<file path="config.mk">
export PLATFORM = sky130hd
export DESIGN_NAME = rf_dump_reader
export DESIGN_NICKNAME = d
export VERILOG_FILES = /design/src/rtl/rf_dump_reader.sv
export SDC_FILE = /design/constraint.sdc
export NUM_CORES = 1
export LEC_CHECK = 0
export CORE_MARGIN = 2
export CORE_UTILIZATION = 36
export DETAILED_ROUTE_END_ITERATION = 8
export GPL_TIMING_DRIVEN = 0
export SLEW_MARGIN = 20
export SYNTH_ARGS = -nofsm -noshare
export SYNTH_HDL_FRONTEND = slang
export SYNTH_SLANG_ARGS = --single-unit
</file>
<file path="constraint.sdc">
create_clock -name clk -period 1.9 [get_ports clk]
set_input_delay 0.19 -clock clk [delete_from_list [all_inputs] [get_ports clk]]
set_output_delay 0.19 -clock clk [all_outputs]
set_load 0.01 [all_outputs]
</file>
<file path="src/rtl/rf_dump_reader.sv">
// rf_dump_reader: walks the register file inspection port from FIRST_REG to
// LAST_REG and serializes each register as an optional index byte followed
// by four data bytes, MSB first, on a valid/ready byte stream.
// Ports: clk, rst (async, active-high); start/abort control;
//        reg_sel/reg_data inspection port;
//        out_valid/out_data/out_ready byte stream;
//        busy (not idle), done (one-cycle end-of-dump pulse).
module rf_dump_reader #(
    parameter int FIRST_REG = 0,
    parameter int LAST_REG  = 31,
    parameter int INDEX_TAG = 1
) (
    input  logic        clk,
    input  logic        rst,
    input  logic        start,
    input  logic        abort,
    output logic [4:0]  reg_sel,
    input  logic [31:0] reg_data,
    output logic        out_valid,
    output logic [7:0]  out_data,
    input  logic        out_ready,
    output logic        busy,
    output logic        done
);

    typedef enum logic [1:0] {
        IDLE = 2'd0,
        SEL  = 2'd1,
        SEND = 2'd2,
        DONE = 2'd3
    } state_t;

    localparam logic [4:0] FIRST_SEL = FIRST_REG[4:0];
    localparam logic [4:0] LAST_SEL  = LAST_REG[4:0];
    // Without the index tag the shift register starts one byte further on.
    localparam logic [2:0] FIRST_BYTE = (INDEX_TAG != 0) ? 3'd0 : 3'd1;
    localparam logic [2:0] LAST_BYTE  = 3'd4;

    state_t      state_q, state_d;
    logic [4:0]  reg_sel_q, reg_sel_d;
    logic [39:0] shift_q, shift_d;
    logic [2:0]  cnt_q, cnt_d;
    logic        out_valid_q, out_valid_d;
    logic        busy_q, busy_d;
    logic        done_q, done_d;

    always_comb begin
        state_d   = state_q;
        reg_sel_d = reg_sel_q;
        shift_d   = shift_q;
        cnt_d     = cnt_q;

        unique case (state_q)
            IDLE: begin
                if (start && !abort) begin
                    reg_sel_d = FIRST_SEL;
                    state_d   = SEL;
                end
            end
            SEL: begin
                if (abort) begin
                    state_d = IDLE;
                end else begin
                    if (INDEX_TAG != 0) begin
                        shift_d = {3'b000, reg_sel_q, reg_data};
                    end else begin
                        shift_d = {reg_data, 8'h00};
                    end
                    cnt_d   = FIRST_BYTE;
                    state_d = SEND;
                end
            end
            SEND: begin
                // Abort wins over a same-cycle handshake: byte not consumed.
                if (abort) begin
                    state_d = IDLE;
                end else if (out_ready) begin
                    shift_d = {shift_q[31:0], 8'h00};
                    cnt_d   = cnt_q + 3'd1;
                    if (cnt_q == LAST_BYTE) begin
                        if (reg_sel_q == LAST_SEL) begin
                            state_d = DONE;
                        end else begin
                            reg_sel_d = reg_sel_q + 5'd1;
                            state_d   = SEL;
                        end
                    end
                end
            end
            DONE: begin
                state_d = IDLE;
            end
            default: begin
                state_d = IDLE;
            end
        endcase

        // Flag outputs are registered copies of the next state.
        out_valid_d = (state_d == SEND);
        busy_d      = (state_d != IDLE);
        done_d      = (state_d == DONE);
    end

    always_ff @(posedge clk or posedge rst) begin
        if (rst) begin
            state_q     <= IDLE;
            reg_sel_q   <= 5'd0;
            shift_q     <= 40'd0;
            cnt_q       <= 3'd0;
            out_valid_q <= 1'b0;
            busy_q      <= 1'b0;
            done_q      <= 1'b0;
        end else begin
            state_q     <= state_d;
            reg_sel_q   <= reg_sel_d;
            shift_q     <= shift_d;
            cnt_q       <= cnt_d;
            out_valid_q <= out_valid_d;
            busy_q      <= busy_d;
            done_q      <= done_d;
        end
    end

    assign reg_sel   = reg_sel_q;
    assign out_valid = out_valid_q;
    assign out_data  = shift_q[39:32];
    assign busy      = busy_q;
    assign done      = done_q;

endmodule

</file>
==> flow_metrics.py <==
metrics = {
    "status": {
        "status": "complete, but fails checks",
        "violations": "setup timing",
    },
    "synthesis": {
        "synth_mux_area_share_pct": 12.0,
        "synthXorXnorAreaFrac_pct": 0,
        "synth_edf_count": 0,
        "synth_compound_gate_area_share_pct": 14.1,
        "synthDistinctLibCells": 33,
        "synth_warnings": 0,
        "synth-simple-area-share_pct": 12.4,
        "synth_area_um2": 2510,
        "syn_avg_cell_area_um2": 10.8,
        "yosys_most_used_dff": "dfrtp_1",
        "yosysSeqAreaShare_pct": 52.8,
        "async_flop_share_pct": 100,
        "synth_fp_nets": 274,
        "synth_fa_ha_area_share_pct": 1.99,
        "ys_seq_elements": 53,
        "synth_top_family_by_area": "compound AO/OA/AOI/OAI gates",
        "netlist_instances": 233,
    },
    "floorplanning": {
        "die_y_um": 87.5,
        "row_count": 30,
        "core_um2": 6760,
        "io_pins": 53,
        "die_w_um": 87.5,
        "initial_core_util_pct": 37.2,
        "dieArea_um2": 7660,
    },
    "grt": {
        "grt_remaining_overflow": 0,
        "gr-usage-all-layers_pct": 16.2,
        "grt_max_degree": 54,
        "grtUsageMet3_pct": 2.94,
        "grt_pass1_wl_mm": 9.54,
        "antenna_found_initial": 0,
        "use_met2_pct": 26.3,
        "grt_pass1_vias": 1909,
        "met1_usage_pct": 22.3,
        "globalRoute.busiestLayer": "met2",
    },
    "placed_design": {
        "dp.cells": 365,
        "gp_congestion": 0.736,
        "detailed_place_hpwl_mm": 4.10,
        "port_buffers": 52,
    },
    "drt": {
        "vias_per_cell": 5.16,
        "drc": 0,
        "dr.pass1.iters": 4,
        "route.vias.total": 1957,
        "wire_per_inst_um": 15.3,
        "wl_mm": 5.78,
        "dr.first_iter.drc_count": 85,
        "postRouteAntennaNets": 0,
    },
    "worst_setup_path": {
        "cp_data_required_time_ps": 2150,
        "crit_start": "reg_sel[0]",
        "critPathMaxFanout": 5,
        "regToRegStartpoint": "reg_sel[0]",
        "arrival_ps": 2170,
        "ff2ff_setup_slack_ps": -20,
        "cp-start-kind": "register",
        "end_kind": "register",
        "reg2reg_depth": 6,
        "critPathKind": "register to register",
    },
    "job": {
        "cap_violations": 0,
    },
    "timing": {
        "drv_slew": 0,
        "setup_ws_ps": -23.0,
        "setup_violations": 1,
        "setup_tns_ps": -23.0,
        "relSlewSlack_pct": 56.5,
        "rsz0062_at_grt": "true",
        "finalHoldViolCount": 0,
        "finClkSkew_ps": 6.44,
        "tightest_slew_ps": 652,
        "period_share_pct": 101,
        "period_minus_slack_ps": 1920,
        "fmax_mhz": 520,
    },
    "pwr": {
        "cellLeakagePower_uw": 0.00137,
        "peakVddDrop_uv": 376,
        "power_density_nw_per_um2": 967,
    },
    "cts": {
        "cts_buffers": 5,
        "h-tree-depth": 2,
        "insertion_delay_ps": 310,
        "clock_path_buffers": 2,
        "cts-hold-fix-buffers": 0,
        "cts.sinks": 53,
        "root_buffer": "clkbuf_8",
        "cts.clk_slew.worst_paths_ps": 90,
        "cts_tree": "yes",
    },
    "layout": {
        "fillers": 646,
        "layoutNonFillerInstCount": 379,
        "n_antenna_cell": 0,
        "drive_above_1_share_pct": 14.7,
        "num-nets-final": 339,
        "syn2layout_area_growth_pct": 33.2,
    },
    "hold_path": {
        "min_path_type": "input port to async pin",
    },
}
## cell type report
cell class / count / area [um2] / share of cell area (%)
timing repair buffer: 58 / 566 / 16.9
tap: 80 / 100 / 2.99
sequential: 53 / 1330 / 39.7
clock buffer: 6 / 82.6 / 2.47
inverter: 6 / 25.0 / 0.748
clock inverter: 2 / 37.5 / 1.12
buffer: 27 / 154 / 4.60
multi-input combinational: 147 / 1050 / 31.5
## worst paths after layout
| kind | to |
|---|---|
| max | reg_sel[3] |
| min | out_valid |
| max reg2reg | reg_sel[3] |
| min reg2reg | shift_q[2] |
| max in group asynchronous | reg_sel[0] |
| min in group clk | shift_q[3] |
## cell families (layout without fill, tap and decap cells)
kind of cell	after synthesis	after routing
AO/OA/AOI/OAI	56	56
adder cells (fa/ha/maj)	4	4
buffers and inverters	33	99
flip-flops	53	53
multiplexers	30	30
AND/OR/NAND/NOR	57	57
## stage by stage
| step | area (um2) | hold slack (ps) | total power, uW | setup slack [ps] | utilization, % |
|---|---|---|---|---|---|
| 2_1_floorplan | 2530 | 256 | 2130 | 3.28 | - |
| 4_1_cts | 3310 | 350 | 3270 | 0.228 | 49.1 |
| 3_3_place_gp | 3150 | 481 | 2420 | -798 | 46.6 |
| 6_report | 3350 | 318 | 3240 | -23.0 | 49.5 |
| 5_1_grt | 3350 | 386 | 3440 | -94.2 | 49.5 |
| 3_5_place_dp | 3150 | 486 | 2450 | -281 | 46.6 |
## cell usage in the layout, fill, tap and decap left out, drive strengths merged, types with 2 or more instances in the layout
| cell type | synthesis | final |
|---|---|---|
| ha | 4 | 4 |
| nand2 | 8 | 8 |
| inv | 6 | 6 |
| nor2 | 2 | 2 |
| o211ai | 2 | 2 |
| nor3 | 31 | 31 |
| dfrtp | 53 | 53 |
| a22o | 11 | 11 |
| nand3 | 3 | 3 |
| mux2i | 30 | 30 |
| buf | 20 | 24 |
| nand4bb | 2 | 2 |
| nor2b | 3 | 3 |
| a21oi | 32 | 32 |
| clkbuf | 7 | 15 |
| clkdlybuf4s50 | 0 | 52 |
| o21ai | 5 | 5 |
## sequential cells by signal, indices dropped and copies added (netlist names)
register,count
reg_sel,5
cnt_q,3
shift_q,40
out_valid,1
busy,1
done,1
state_q,2
## timing repair
item                       in CTS  in global routing
buffers inserted                5                  1
setup endpoints to repair      14                  8
pin swaps                       2                  3
resized for setup               1                  6
## cell usage after synthesis (2+ instances only)
cell / count / area [um2]
a21oi_1: 32 / 160
buf_2: 10 / 50.1
ha_1: 4 / 50.1
nand2_1: 8 / 30.0
dfrtp_1: 53 / 1330
o211ai_1: 2 / 15.0
o21ai_0: 5 / 25.0
inv_1: 6 / 22.5
nand3_1: 3 / 15.0
a22o_1: 11 / 96.3
buf_4: 9 / 67.6
mux2i_1: 30 / 300
clkbuf_1: 6 / 22.5
nor2b_1: 3 / 18.8
nor2_1: 2 / 7.51
nor3_1: 31 / 155
nand4bb_1: 2 / 22.5
## critical path, cell delays in order, from the launching register on
cell and delay [ps]:
dfrtp_2 440, ha_4 170, and3_4 180, ha_4 150
nand3b_1 260, or4_1 540, a21boi_2 120
## power breakdown
group,switching [uW],internal [uW],total (uW)
Clock,383,429,812
Combinational,345,497,842
Sequential,161,1420,1580
## metal layers
metal / wire, um / vias to the layer above / part of all wire [%]
met2: 2720 / 47 / 47
met1: 2760 / 945 / 48
met4: 87 / 0 / 1.5
met5: 0 / - / 0
met3: 215 / 6 / 3.7
li1: - / 959 / -
Power figures use the tool's default switching activity.
